**config.mk**
```make
export PLATFORM = sky130hd
export DESIGN_NAME = bcd_gate_counter
export DESIGN_NICKNAME = d
export VERILOG_FILES = /design/src/rtl/bcd_gate_counter_pkg.sv /design/src/rtl/bcd_digit.sv /design/src/rtl/bcd_gate_counter.sv
export SDC_FILE = /design/constraint.sdc
export NUM_CORES = 1
export LEC_CHECK = 0
export BUFFER_PORTS_ARGS = -buffer_cell sky130_fd_sc_hd__buf_2
export CORE_AREA = 2 2 135 137
export CTS_BUF_LIST = sky130_fd_sc_hd__clkbuf_8
export CTS_CLUSTER_SIZE = 12
export DETAILED_ROUTE_END_ITERATION = 10
export DIE_AREA = 0 0 137 139
export GPL_TIMING_DRIVEN = 0
export PLACE_DENSITY = 0.43
export SYNTH_ARGS = -nofsm -noshare
export SYNTH_HDL_FRONTEND = slang
export SYNTH_HIERARCHICAL = 1
export SYNTH_SLANG_ARGS = --single-unit
```
**constraint.sdc**
```tcl
create_clock -name clk -period 2.3 [get_ports clk]
set_input_delay 0.23 -clock clk [delete_from_list [all_inputs] [get_ports clk]]
set_output_delay 0.23 -clock clk [all_outputs]
set_load 0.05 [all_outputs]
```
**src/rtl/bcd_gate_counter_pkg.sv**
```systemverilog
// rtl/bcd_gate_counter_pkg.sv - shared FSM encoding, BCD digit constants and digit increment helper
package bcd_gate_counter_pkg;

    localparam int                     BCD_DIGIT_W   = 4;
    localparam logic [BCD_DIGIT_W-1:0] BCD_DIGIT_MAX = 4'd9;

    typedef enum logic [1:0] {
        IDLE  = 2'd0,
        COUNT = 2'd1,
        DONE  = 2'd2
    } state_t;

    function automatic logic [BCD_DIGIT_W-1:0] bcd_next(input logic [BCD_DIGIT_W-1:0] d);
        return (d == BCD_DIGIT_MAX) ? '0 : d + 4'd1;
    endfunction

endpackage

```
**src/rtl/bcd_digit.sv**
```systemverilog
// rtl/bcd_digit.sv - one synchronous BCD digit with clear, load-one and increment
module bcd_digit
    import bcd_gate_counter_pkg::*;
(
    input  logic                   clk,
    input  logic                   rst,
    input  logic                   clr_i,
    input  logic                   load_i,
    input  logic                   inc_i,
    output logic [BCD_DIGIT_W-1:0] q,
    output logic                   at_max_o
);

    logic [BCD_DIGIT_W-1:0] r_q;

    // load_i seeds the digit with 1 so a window can open on a counted edge
    always_ff @(posedge clk or negedge rst) begin
        if (!rst) begin
            r_q <= '0;
        end else if (clr_i) begin
            r_q <= '0;
        end else if (load_i) begin
            r_q <= 4'd1;
        end else if (inc_i) begin
            r_q <= bcd_next(r_q);
        end
    end

    assign q        = r_q;
    assign at_max_o = (r_q == BCD_DIGIT_MAX);

endmodule

```
**src/rtl/bcd_gate_counter.sv**
```systemverilog
// rtl/bcd_gate_counter.sv - gated BCD frequency counter; BCD_SATURATE_EN selects saturate-at-all-9s over wrap
module bcd_gate_counter
    import bcd_gate_counter_pkg::*;
#(
    parameter int DIG_WIDTH   = 8,
    parameter int GATE_CYCLES = 50000000,
    parameter int SYNC_STAGES = 2,
    parameter int CONTINUOUS  = 0
) (
    input  logic                             clk,
    input  logic                             rst,
    input  logic                             start_i,
    input  logic                             sig_i,
    output logic                             busy_o,
    output logic                             valid_o,
    output logic [DIG_WIDTH*BCD_DIGIT_W-1:0] count_o,
    output logic                             ovf_o
);

    localparam int                ACC_W     = DIG_WIDTH * BCD_DIGIT_W;
    localparam int                GATE_W    = $clog2(GATE_CYCLES);
    localparam logic [GATE_W-1:0] GATE_LAST = GATE_W'(GATE_CYCLES - 1);

    logic [SYNC_STAGES-1:0] r_sync;
    logic                   r_sync_prev;
    state_t                 r_state;
    logic [GATE_W-1:0]      r_gate_cnt;
    logic                   r_busy;
    logic                   r_valid;
    logic [ACC_W-1:0]       r_count;
    logic                   r_ovf;
    logic                   r_ovf_flag;

    logic                   w_edge;
    logic                   w_start;
    logic                   w_restart;
    logic                   w_counting;
    logic                   w_all_max;
    logic                   w_inc;
    logic [ACC_W-1:0]       w_acc;
    logic [DIG_WIDTH-1:0]   w_at_max;
    logic [DIG_WIDTH-1:0]   w_carry;

    always_ff @(posedge clk or negedge rst) begin
        if (!rst) begin
            r_sync      <= '0;
            r_sync_prev <= 1'b0;
        end else begin
            r_sync      <= {r_sync[SYNC_STAGES-2:0], sig_i};
            r_sync_prev <= r_sync[SYNC_STAGES-1];
        end
    end

    assign w_edge     = r_sync[SYNC_STAGES-1] & ~r_sync_prev;
    assign w_start    = (r_state == IDLE) & start_i;
    assign w_restart  = (r_state == DONE) & (CONTINUOUS != 0);
    assign w_counting = (r_state == COUNT);
    assign w_all_max  = &w_at_max;

`ifdef BCD_SATURATE_EN
    assign w_inc = w_counting & w_edge & ~w_all_max;
`else
    assign w_inc = w_counting & w_edge;
`endif

    // Carry into digit d is the whole-accumulator increment gated by all lower digits sitting at 9
    for (genvar d = 0; d < DIG_WIDTH; d++) begin : g_digit
        logic w_clr;
        logic w_load;

        if (d == 0) begin : g_lsd
            assign w_clr      = w_start | (w_restart & ~w_edge);
            assign w_load     = w_restart & w_edge;
            assign w_carry[d] = w_inc;
        end else begin : g_upper
            assign w_clr      = w_start | w_restart;
            assign w_load     = 1'b0;
            assign w_carry[d] = w_inc & (&w_at_max[d-1:0]);
        end

        bcd_digit u_digit (
            .clk      (clk),
            .rst      (rst),
            .clr_i    (w_clr),
            .load_i   (w_load),
            .inc_i    (w_carry[d]),
            .q        (w_acc[d*BCD_DIGIT_W +: BCD_DIGIT_W]),
            .at_max_o (w_at_max[d])
        );
    end

    always_ff @(posedge clk or negedge rst) begin
        if (!rst) begin
            r_ovf_flag <= 1'b0;
        end else if (w_start | w_restart) begin
            r_ovf_flag <= 1'b0;
        end else if (w_counting & w_edge & w_all_max) begin
            r_ovf_flag <= 1'b1;
        end
    end

    // DONE latches the accumulator one cycle after the last gate cycle so its final edge is included
    always_ff @(posedge clk or negedge rst) begin
        if (!rst) begin
            r_state    <= IDLE;
            r_gate_cnt <= '0;
            r_busy     <= 1'b0;
            r_valid    <= 1'b0;
            r_count    <= '0;
            r_ovf      <= 1'b0;
        end else begin
            r_valid <= 1'b0;
            case (r_state)
                IDLE: begin
                    if (start_i) begin
                        r_state    <= COUNT;
                        r_gate_cnt <= '0;
                        r_busy     <= 1'b1;
                    end
                end
                COUNT: begin
                    r_gate_cnt <= r_gate_cnt + GATE_W'(1);
                    if (r_gate_cnt == GATE_LAST) begin
                        r_state <= DONE;
                        r_busy  <= 1'b0;
                    end
                end
                DONE: begin
                    r_count <= w_acc;
                    r_ovf   <= r_ovf_flag;
                    r_valid <= 1'b1;
                    if (CONTINUOUS != 0) begin
                        r_state    <= COUNT;
                        r_gate_cnt <= '0;
                        r_busy     <= 1'b1;
                    end else begin
                        r_state <= IDLE;
                    end
                end
                default: begin
                    r_state <= IDLE;
                    r_busy  <= 1'b0;
                end
            endcase
        end
    end

    assign busy_o  = r_busy;
    assign valid_o = r_valid;
    assign count_o = r_count;
    assign ovf_o   = r_ovf;

endmodule
```
* Word level (Yosys, flattened, before mapping)
Cells that the tools add are included.
** Word-level totals
- Flip-flop bits (word level) :: 99
- Input port bits :: 4
- Output and inout port bits :: 35
- Logic and storage cells :: 108
** Cells by class
- $add $sub $neg :: 9
- Eq/ne operators :: 13
- Mux-type cells :: 35
- Bitwise operators :: 13
- Reductions and logical operators :: 21
** Operators with widths (number)
- $mux W4 :: 24
- $pmux W26 S2 :: 1
- $add A4 B1 Y4 const B :: 8
- $eq A4 B4 Y1 const B :: 8
- $add A26 B1 Y26 const B :: 1
- $eq A26 B26 Y1 const B :: 1
- $mux W26 :: 1
- $reduce_bool A2 Y1 :: 10
- $and A1 B1 Y1 :: 11
- $reduce_and A8 Y1 :: 1
- $reduce_and A7 Y1 :: 1
- $reduce_and A2 Y1 :: 3
- $reduce_and A3 Y1 :: 2
- $reduce_and A6 Y1 :: 1
- $mux W1 :: 5
- $reduce_and A5 Y1 :: 1
- $mux W2 :: 2
- $pmux W2 S2 :: 1
- $reduce_and A4 Y1 :: 1
- $pmux W1 S3 :: 1
- $eq A2 B1 Y1 const B :: 1
- $eq A2 B2 Y1 const B :: 1
- $logic_not A2 Y1 :: 1
- $ne A2 B1 Y1 const B :: 1
- other kinds (2) :: 3

* Longest topological paths before layout
Gate-level depths: netlist (run 1).
- Depth in word-level cells :: 6
- Mapped depth :: 11
- Gate-level depth less buffers :: 11

* Hierarchy
The synthesis (run 1) kept the hierarchy.
** Modules (own cells, without submodules)
- bcd_gate_counter :: times used 1, cells an instance 245, area an instance 2967.8 µm², sequential area each 1676.6 µm²
- bcd_digit :: times used 8, cells an instance 26, area an instance 251.5 µm², sequential area each 100.1 µm²

* Worst setup path before layout (run 1)
OpenSTA, ideal clock, no wires.
- Path type :: register to register
- Start point :: register g_digit[2].u_digit.r_q[1]
- End point :: register g_digit[7].u_digit.r_q[2]
- Library setup time :: 0.093 ns
- Data arrival time :: 2.231 ns
- Data required time :: 2.207 ns
- Setup slack :: -0.024 ns
- Stages on the path, launching flop included :: 12
- Buffers on the path :: 0
- Clock period less this slack :: 2.324 ns
- Cells stage by stage :: dfrtp_1 -> inv_1 -> ha_1 -> nand3b_2 -> inv_1 -> and3_1 -> and3_1 -> and2_1 -> and3_1 -> nand2_1 -> or3b_1 -> a211oi_2
** On the way
- Longest elaborated chain between the ends :: 4
** RTL lines
- from (decl) :: line bcd_digit.sv:14 : logic [BCD_DIGIT_W-1:0] r_q;
- from (signal assigned) :: line bcd_digit.sv:25 : r_q <= bcd_next(r_q);
- $eq A4 B4 Y1 :: line bcd_digit.sv:30 : assign at_max_o = (r_q == BCD_DIGIT_MAX);
- via w_at_max[2] :: line bcd_gate_counter.sv:41 : logic [DIG_WIDTH-1:0] w_at_max;
- $reduce_and A7 Y1 :: line bcd_gate_counter.sv:78 : assign w_carry[d] = w_inc & (&w_at_max[d-1:0]);
- $and A1 B1 Y1 :: line bcd_gate_counter.sv:78
- via w_carry[7] :: line bcd_gate_counter.sv:42 : logic [DIG_WIDTH-1:0] w_carry;
- $reduce_bool A2 Y1 (no source line)
- to (signal assigned) :: line bcd_digit.sv:25
- to (decl) :: line bcd_digit.sv:14
The timed path passes the listed nets, and every way through them passes these cells.
A chain may end at the register's enable or synchronous reset.

* Worst setup path after layout (run 1)
- Start point :: register g_digit[3].u_digit.r_q[0]
- End point :: register g_digit[7].u_digit.r_q[2]
** On the way
- Longest elaborated chain between the ends :: 4
** RTL lines (line)
- from (decl) :: bcd_digit.sv:14
- from (signal assigned) :: bcd_digit.sv:25
- $eq A4 B4 Y1 :: bcd_digit.sv:30
- via w_at_max[3] :: bcd_gate_counter.sv:41
- $reduce_and A7 Y1 :: bcd_gate_counter.sv:78
- $and A1 B1 Y1 :: bcd_gate_counter.sv:78
- via w_carry[7] :: bcd_gate_counter.sv:42
- $reduce_bool A2 Y1 (no source line)
The timed path passes the listed nets, and every way through them passes these cells.

==> results of run 1 <==
## what timing repair did
item | 4_1_cts | 5_1_grt
endpoints found under the hold margin | 33 | 0
setup endpoints to repair | 8 | 16
resized for setup | 9 | 22
setup buffers | 6 | 7
pin swaps | 2 | 5
hold buffers | 2 | 0
## registers in the layout (all words and copies together), names as in the netlist
register,cells
busy_o,1
count_o,32
g_digit.u_digit/q,32
ovf_o,1
r_gate_cnt,26
r_ovf_flag,1
r_state,2
r_sync,2
r_sync_prev,1
valid_o,1
## metal layers
metal	routed length [µm]	up-vias	GRT usage [%]
li1	-	1823	-
met4	180	0	4.938
met2	5024	49	18.62
met5	0	-	0
met1	5547	1786	16.99
met3	259	10	2.193
## worst min path at each step
| stage | startpoint | end | slack, ns | cells past startpoint |
|---|---|---|---|---|
| after floorplan | rst | busy_o$_DFFE_PN0P_ | -0.07 | 0 |
| after global placement | sig_i | r_sync[0]$_DFF_PN0_ | 0.34 | 1 |
| after detailed placement | rst | valid_o$_DFF_PN0_ | 0.22 | 1 |
| after CTS | start_i | r_gate_cnt[16]$_DFFE_PN0P_ | 0.32 | 4 |
| after global routing | start_i | r_gate_cnt[16]$_DFFE_PN0P_ | 0.37 | 4 |
| final | rst | valid_o$_DFF_PN0_ | 0.34 | 2 |
## layout by cell type (no fill, tap or decap), types with 16 or more instances in the layout
cell | Yosys | layout
dfrtp_1 | 99 | 94
nand2_1 | 59 | 58
buf_2 | 2 | 39
mux2_2 | 33 | 33
conb_1 | 1 | 32
o21ai_0 | 24 | 24
a21oi_1 | 21 | 21
inv_1 | 27 | 20
nand3b_1 | 17 | 17
a211oi_1 | 16 | 16
## final cells by class
cell class | instances | share of cell area [%]
clock inverter | 7 | 1.920
multi-input combinational | 348 | 42.27
tap | 229 | 4.728
buffer | 10 | 0.8053
clock buffer | 9 | 2.044
sequential | 99 | 40.99
inverter | 27 | 1.673
timing repair buffer | 54 | 5.575
## power by group through the flow
stage          combinational (mW)  sequential [mW]  clock (mW)
2_1_floorplan               0.216             1.96           0
5_1_grt                     0.387             1.99        1.47
6_report                    0.336             1.97        1.35
3_3_place_gp                0.298             2.00           0
3_5_place_dp                0.313             2.00           0
4_1_cts                     0.324             1.96        1.42
## cells by family after synthesis
family | after synthesis | synth area share [%]
buf+inv | 37 | 2.990
compound gates | 94 | 12.84
flops | 99 | 49.75
simple gates | 161 | 20.43
xor+xnor | 1 | 0.1759
other cells | 1 | 0.07530
fa+ha+maj | 17 | 4.271
mux | 43 | 9.473
## per-stage QoR
stage / util, % / hold slack, ns / TNS (ns)
after CTS: 33.58 / 0.3180 / 0
after detailed placement: 31.75 / 0.2229 / -1.147
after global placement: 31.58 / 0.3442 / -22.57
after global routing: 34.32 / 0.3687 / -0.07282
final: 34.32 / 0.3355 / 0
after floorplan: - / -0.06559 / 0
==> results.toml, run 1 <==
[drt]
vias_per_cell = 4.685
vias = 3668
drt_drc_violations_left = 0
wl_per_cell_um = 14.06
ant_nets = 0
drt_iter0_markers = 140
dr.pass1.iters = 4
drt_wl_total_um = 11010

[worst_setup_path]
critPathMaxFanout = 7
crit_required_ns = 2.59
crit_path_end = "g_digit[7].u_digit/q[2]$_DFFE_PN0P_"
critical_path.endpoint_type = "register"
reg2regPathDepth = 10
crit_arrival_ns = 2.55
crit_chain = "ha_4, nand3b_4, inv_2, and3_4, and3_4, and2_4, and3_4, nand2_2, or3b_1, a211oi_2"
crit_path_frequent_cell = "and3_4"
slowest_delay_ns = 0.46
regToRegEndpoint = "g_digit[7].u_digit/q[2]$_DFFE_PN0P_"
cpMaxStageDelayCell = "dfrtp_2"
crit_type = "register to register"
path_depth = 10
path_delay_family = "simple AND/OR/NAND/NOR gates"
path_buf_inv = 1
critPathLaunch = "g_digit[3].u_digit/q[0]$_DFFE_PN0P_"
reg2reg_from = "g_digit[3].u_digit/q[0]$_DFFE_PN0P_"
worstSetupStartpointType = "register"
rrSetupSlack_ns = 0.04

[die]
die_area_mm2 = 0.01904
die_h_um = 139
start_util_pct = 28.20
io-pin-count = 39
fp.coreArea_mm2 = 0.01766
die_w_um = 137
num_rows = 49

[place]
dpl_cell_area_mm2 = 0.005605
place_congestion = 0.7407
io_buffers = 38
hpwl_um = 7439
dp_slack_ns = -0.3528
dp_cells = 752

[power]
switchingPower_uw = 955.3
power_frac_comb_pct = 9.2
power.share.clock_pct = 36.9
power_frac_seq_pct = 53.9
ir_drop_mv = 0.2117
p_total_mw = 3.648
swShare_pct = 26.19
p_int_mw = 2.693
leakage_nw = 2.774
power_density_mw_per_mm2 = 602.1

[synth]
synthTopCellsByCount = "99 x dfrtp_1, 59 x nand2_1, 33 x mux2_2"
syn-cell-area_mm2 = 0.004980
ys.warnings.count = 6
synth_edf_count = 0
synth.area.top_cells = "dfrtp_1 50%, mux2_2 7.5%, nand2_1 4.4%"
yosys_register_bits = 99
synth_most_common_cell = "dfrtp_1"
yosysUniqueCellTypes = 47
syn_avg_cell_area_um2 = 10.99
syn_inst = 453
yosysTopAreaCell = "dfrtp_1"
async_reset_ff_share_pct = 100.0
synth_top_area_share_pct = 49.75
synth_seq_area_share_pct = 49.75
ys.flop_type = "dfrtp_1"

[run]
max_cap_violations = 0

[global_routing]
track_usage_pct = 12.20
grt_pass1_wl_um = 18400
grt_pass1_vias = 3582
grt_remaining_overflow = 0
antenna_found_initial = 0
grt_max_degree = 68

[final_layout]
layout-drive-gt1-share_pct = 27.80
instances_no_fill = 783
syn_to_final_growth_pct = 21.68
final_cell_area_mm2 = 0.006060
antenna_cells = 0
regArea_mm2 = 0.002484
fin_nets = 570
nFillCells = 1797
multi_input_area_mm2 = 0.002561

[sta]
setup_viol = 0
slew_headroom_pct = 43.55
slew_violations = 0
post-route-period-util_pct = 98.21
skew_ns = 0.01154
hold_violations = 0
rsz0062_at_grt = "true"
max_freq_ghz = 0.4427
worst_slew_pin_slew_ns = 0.8456
post-route-min-period_ns = 2.259
fin_ws_ns = 0.04118

[cts]
cts_root_buffer = "clkbuf_8"
path_clk_slew_ns = 0.10
clock_path_buffers = 2
cts-buffers-inserted = 9
clock_sinks = 99
h-tree-depth = 3
cts_tree = "done"
clk_latency_ns = 0.38

[outcome]
status = "complete, no violations"

[min_path]
hp-class = "primary input to async pin"
Note: power is estimated with default switching activity, not from simulation.
==> run 2, diff against run 1 <==
--- a/config.mk
+++ b/config.mk
@@ -6,11 +6,10 @@
 export NUM_CORES = 1
 export LEC_CHECK = 0
 export BUFFER_PORTS_ARGS = -buffer_cell sky130_fd_sc_hd__buf_2
-export CORE_AREA = 2 2 135 137
-export CTS_BUF_LIST = sky130_fd_sc_hd__clkbuf_8
+export CORE_AREA = 4 4 137 139
 export CTS_CLUSTER_SIZE = 12
 export DETAILED_ROUTE_END_ITERATION = 10
-export DIE_AREA = 0 0 137 139
+export DIE_AREA = 0 0 141 143
 export GPL_TIMING_DRIVEN = 0
 export PLACE_DENSITY = 0.43
 export SYNTH_ARGS = -nofsm -noshare
==> run 2 against run 1 <==
The flow now finishes with violations (hold timing). Combinational power increased by 2%. Via count grew 2.0%. Non-clock buffer count increased by 2. Cell count up 0.26%. Core utilization is 0.42 points higher. Fmax grew 0.96%. Count of clock-buffer cells in the layout up 2. Sequential power about the same. Largest power group unchanged.
==> results.toml, run 2 (synthesis results as in run 1) <==
[die]
die_area_mm2 = 0.02016
num_rows = 49
start_util_pct = 28.20
die_w_um = 141
die_h_um = 143
io-pin-count = 39
fp.coreArea_mm2 = 0.01766

[final_layout]
layout-drive-gt1-share_pct = 27.70
fin_nets = 572
post-route-util_pct = 34.74
final_common_cell = "dfrtp_1"
antenna_cells = 0
mostFrequentLayoutCells = "96 x dfrtp_1, 58 x nand2_1, 39 x buf_2"
syn_to_final_growth_pct = 23.17

[worst_setup_path]
reg2reg_from = "g_digit[2].u_digit/q[1]$_DFFE_PN0P_"
reg2regPathDepth = 11
crit_path_end = "g_digit[7].u_digit/q[2]$_DFFE_PN0P_"
crit_type = "register to register"
critPathLaunch = "g_digit[2].u_digit/q[1]$_DFFE_PN0P_"
crit_arrival_ns = 2.51
rrSetupSlack_ns = 0.06
regToRegEndpoint = "g_digit[7].u_digit/q[2]$_DFFE_PN0P_"
critPathMaxFanout = 6
critical_path.endpoint_type = "register"
worstSetupStartpointType = "register"
crit_required_ns = 2.57

[power]
ir_drop_mv = 0.3408
power.share.clock_pct = 40.6
power_frac_comb_pct = 8.8
switchingPower_mw = 1.029
swShare_pct = 26.50
power_frac_seq_pct = 50.6
p_int_mw = 2.854
power_density_mw_per_mm2 = 633.0
leakage_nw = 2.814
p_total_mw = 3.882

[cts]
clock_sinks = 99
cts_root_buffer = "clkbuf_16"
cts_tree = "done"
path_clk_slew_ns = 0.07
clk_latency_ns = 0.35
cts-buffers-inserted = 9
h-tree-depth = 3
clock_path_buffers = 2

[global_routing]
grt_pass1_wl_um = 18840
track_usage_pct = 11.68
grt_remaining_overflow = 0
grt_max_degree = 64
grt_pass1_vias = 3721
antenna_found_initial = 0

[drt]
dr.pass1.iters = 4
vias_per_cell = 4.764
drt_wl_total_um = 11200
vias = 3740
drt_iter0_markers = 234
drt_drc_violations_left = 0
ant_nets = 0
wl_per_cell_um = 14.27

[sta]
fin_hold_ws_ns = -0.007539
post-route-period-util_pct = 97.28
slew_headroom_pct = 42.29
worst_slew_pin_slew_ns = 0.8657
hold_violations = 12
setup_tns_ns = 0
max_freq_ghz = 0.4469
skew_ns = 0.01188
rsz0062_at_grt = "true"
slew_violations = 0
setup_viol = 0
post-route-min-period_ns = 2.237

[place]
place_congestion = 0.7576
io_buffers = 38
hpwl_um = 7329

[outcome]
failed_checks = "hold timing"
status = "complete, but fails checks"

[min_path]
hp-class = "primary input to async pin"

[run]
max_cap_violations = 0
## run 2: cell count changes in the layout (fill, tap and decap cells not counted), moves of 2 or more
cell / previous run / this run
dfrtp_2: 5 / 3
clkbuf_16: 0 / 9
buf_4: 14 / 17
bufinv_16: 3 / 1
clkbuf_8: 9 / 1
dfrtp_1: 94 / 96
## run 2: worst min path at each step
| stage | to | from | slack, ns | cells after the start |
|---|---|---|---|---|
| after global routing | r_state[1]$_DFFE_PN0P_ | rst | 0.07 | 1 |
| final | r_state[0]$_DFFE_PN0P_ | rst | -0.008 | 1 |
| after floorplan | busy_o$_DFFE_PN0P_ | rst | -0.07 | 0 |
| after CTS | count_o[20]$_DFFE_PN0P_ | rst | 0.01 | 1 |
| after global placement | r_sync[0]$_DFF_PN0_ | sig_i | 0.34 | 1 |
| after detailed placement | r_sync[0]$_DFF_PN0_ | sig_i | 0.35 | 1 |
## run 2: power by group through the flow
stage / logic [mW] / clock network [mW] / registers [mW]
floorplan: 0.216 / 0 / 1.96
global placement: 0.300 / 0 / 2.00
detailed placement: 0.314 / 0 / 2.00
CTS: 0.331 / 1.63 / 1.96
global route: 0.402 / 1.71 / 1.99
finish: 0.342 / 1.58 / 1.96
## run 2: worst max-delay path, cell delays in order, from the launching register on
cell and delay, ns:
dfrtp_1 0.39, inv_2 0.07, ha_4 0.14, nand3b_4 0.10
inv_2 0.07, and3_4 0.17, and3_4 0.21, and2_4 0.14
and3_4 0.22, nand2_2 0.05, or3b_1 0.38, a211oi_2 0.21
## run 2: metal layers
| metal | global-route usage (%) | part of all wire, % |
|---|---|---|
| met5 | 0 | 0 |
| met4 | 5.405 | 2.0 |
| met3 | 2.244 | 2.7 |
| met2 | 18.85 | 47 |
| met1 | 15.22 | 49 |
## run 2: cell type report
class / count / area, µm²
Clock buffer: 11 / 242.7
Multi-Input combinational cell: 348 / 2571
Fill cell: 1809 / 11520
Timing Repair Buffer: 56 / 342.8
Buffer: 10 / 47.55
Tap cell: 229 / 286.5
Sequential cell: 99 / 2481
Clock inverter: 5 / 60.06
Inverter: 27 / 101.3
## run 2: per-stage QoR
step / std cells / area, µm² / setup slack [ns] / hold WS (ns)
6_report: 785 / 6133 / 0.06257 / -0.007539
5_1_grt: 785 / 6133 / -0.05806 / 0.07307
4_1_cts: 777 / 5997 / 0.02103 / 0.01453
3_5_place_dp: 752 / 5598 / -0.3458 / 0.3458
3_3_place_gp: 751 / 5575 / -0.4338 / 0.3411
2_1_floorplan: 484 / 5099 / 0.02307 / -0.06559
## run 2: timing repair
| item | 4_1_cts | 5_1_grt |
|---|---|---|
| setup endpoints to repair | 8 | 6 |
| pin swaps | 1 | 4 |
| hold buffers | 1 | 0 |
| setup buffers | 8 | 8 |
| resized for setup | 8 | 22 |
| hold endpoints to repair | 1 | 0 |
==> run 3, diff against run 2 <==
--- a/config.mk
+++ b/config.mk
@@ -5,13 +5,13 @@
 export SDC_FILE = /design/constraint.sdc
 export NUM_CORES = 1
 export LEC_CHECK = 0
-export BUFFER_PORTS_ARGS = -buffer_cell sky130_fd_sc_hd__buf_2
 export CORE_AREA = 4 4 137 139
 export CTS_CLUSTER_SIZE = 12
 export DETAILED_ROUTE_END_ITERATION = 10
 export DIE_AREA = 0 0 141 143
+export DONT_BUFFER_PORTS = 1
 export GPL_TIMING_DRIVEN = 0
-export PLACE_DENSITY = 0.43
+export PLACE_DENSITY = 0.41
 export SYNTH_ARGS = -nofsm -noshare
 export SYNTH_HDL_FRONTEND = slang
 export SYNTH_HIERARCHICAL = 1
==> run 3 against run 2 <==
The run still ends with hold timing left. Via count shrank 4.7%. First-iteration DRC count shrank 11%. Power grew 3.3%.
==> results.toml, run 3 (synthesis results as in run 1) <==
[outcome]
status = "complete, but fails checks"
failed_checks = "hold timing"

[cts]
ctsHoldBuffers = 1
h-tree-depth = 3
path_clk_slew_ns = 0.07
cts-buffers-inserted = 9
clock_sinks = 99
cts_root_buffer = "clkbuf_16"
cts_tree = "done"
clk_latency_ns = 0.35
clock_path_buffers = 2

[power]
ir_drop_mv = 0.4104
leakage_nw = 2.581
power_frac_seq_pct = 49.1
power.share.clock_pct = 43.7
p_total_mw = 4.011
p_int_mw = 3.026
switchingPower_uw = 985.7
swShare_pct = 24.57
power_frac_comb_pct = 7.2
power_density_mw_per_mm2 = 679.9

[drt]
drt_drc_violations_left = 0
wl_per_cell_um = 15.13
ant_nets = 0
drt_wl_total_um = 11190
dr.pass1.iters = 4
vias = 3565
vias_per_cell = 4.818
drt_iter0_markers = 209

[die]
io-pin-count = 39
start_util_pct = 28.20
die_area_mm2 = 0.02016
num_rows = 49
fp.coreArea_mm2 = 0.01766
die_h_um = 143
die_w_um = 141

[global_routing]
grt_pass1_vias = 3491
grt_max_degree = 100
grt_pass1_wl_um = 18470
grt_remaining_overflow = 0
track_usage_pct = 11.48
antenna_found_initial = 0

[place]
io_buffers = 0
dp_cells = 713
hpwl_um = 7156
place_congestion = 0.7910
dp_slack_ns = -0.3428

[run]
max_cap_violations = 0

[worst_setup_path]
crit_required_ns = 2.56
slowest_delay_ns = 0.38
critPathMaxFanout = 4
reg2reg_from = "g_digit[3].u_digit/q[1]$_DFFE_PN0P_"
cpMaxStageDelayCell = "dfrtp_1"
crit_type = "register to register"
path_buf_inv = 2
worstSetupStartpointType = "register"
critical_path.endpoint_type = "register"
path_delay_family = "simple AND/OR/NAND/NOR gates"
critPathLaunch = "g_digit[3].u_digit/q[1]$_DFFE_PN0P_"
crit_chain = "inv_1, ha_4, nand3b_4, inv_1, and3_1, and3_4, and2_4, and3_4, nand2_1, or3b_1, a211oi_2"
crit_arrival_ns = 2.44

[sta]
slew_headroom_pct = 42.23
worst_slew_pin_slew_ns = 0.8653
max_freq_ghz = 0.4598
post-route-min-period_ns = 2.175
slew_violations = 0
fin_ws_ns = 0.1250
fin_hold_ws_ns = -0.4259
setup_tns_ns = 0
hold_violations = 99
post-route-period-util_pct = 94.56
setup_viol = 0
skew_ns = 0.006903

[min_path]
hp-class = "primary input to async pin"

[final_layout]
final_common_cell = "dfrtp_1"
syn_to_final_growth_pct = 18.47
antenna_cells = 0
instances_no_fill = 740
mostFrequentLayoutCells = "94 x dfrtp_1, 59 x nand2_1, 33 x mux2_2"
fin_nets = 527
layout-drive-gt1-share_pct = 21.14
==> run 3: cell types whose count changed in the layout (fill, tap and decap cells not counted), sizes merged <==
cell,delta
buf,-45
bufinv,+2
clkbuf,-2
clkinv,+1
inv,-1
==> run 3: cell type report <==
type / instances / area, µm²
flip-flops and latches: 99 / 2484
well taps: 229 / 286.5
clock buffers: 9 / 225.2
repair buffers: 11 / 85.08
inverters: 27 / 101.3
multi-input cells: 348 / 2554
clock inverters: 7 / 116.4
plain buffers: 10 / 47.55
fillers: 1817 / 11760
==> run 3: path summary, 6_finish.rpt <==
| check | to | slack [ns] | cells past startpoint |
|---|---|---|---|
| min in group clk | r_gate_cnt[17]$_DFFE_PN0P_ | 0.23 | 3 |
| hold reg to reg | r_sync_prev$_DFF_PN0_ | 0.38 | 0 |
| setup / recovery | g_digit[7].u_digit/q[2]$_DFFE_PN0P_ | 0.13 | 11 |
| max in group asynchronous | g_digit[1].u_digit/q[0]$_DFFE_PN0P_ | 2.59 | 0 |
| hold / removal | count_o[14]$_DFFE_PN0P_ | -0.43 | 0 |
| setup reg to reg | g_digit[7].u_digit/q[2]$_DFFE_PN0P_ | 0.13 | 11 |
==> run 3: timing repair <==
action | in CTS | in global routing
gates cloned | 0 | 0
endpoints found under the hold margin | 100 | 99
pin swaps | 1 | 0
gates resized for setup | 7 | 20
endpoints found under the setup margin | 7 | 6
setup buffers | 5 | 5
==> run 3: stage by stage <==
| step | hold slack (ns) | cell area, µm² | utilization [%] |
|---|---|---|---|
| after floorplan | -0.06559 | 5099 | - |
| after global placement | -0.05887 | 5385 | 30.50 |
| after detailed placement | -0.05925 | 5385 | 30.50 |
| after CTS | -0.4472 | 5788 | 32.78 |
| after global routing | -0.4462 | 5899 | 33.41 |
| final | -0.4259 | 5899 | 33.41 |
==> run 3: metal layers <==
metal / up-vias / GRT usage (%) / wire, µm
met5: - / 0 / 0
met4: 0 / 5.456 / 241
met3: 15 / 2.445 / 454
met2: 50 / 17.92 / 5235
met1: 1763 / 15.25 / 5262
li1: 1737 / - / -
==> run 3: power groups by stage <==
stage / Clock, mW / Sequential, mW / Combinational [mW]
after floorplan: 0 / 1.96 / 0.216
after global placement: 0 / 2.00 / 0.261
after detailed placement: 0 / 2.00 / 0.267
after CTS: 1.83 / 1.97 / 0.270
after global routing: 1.89 / 1.99 / 0.337
final: 1.75 / 1.97 / 0.289
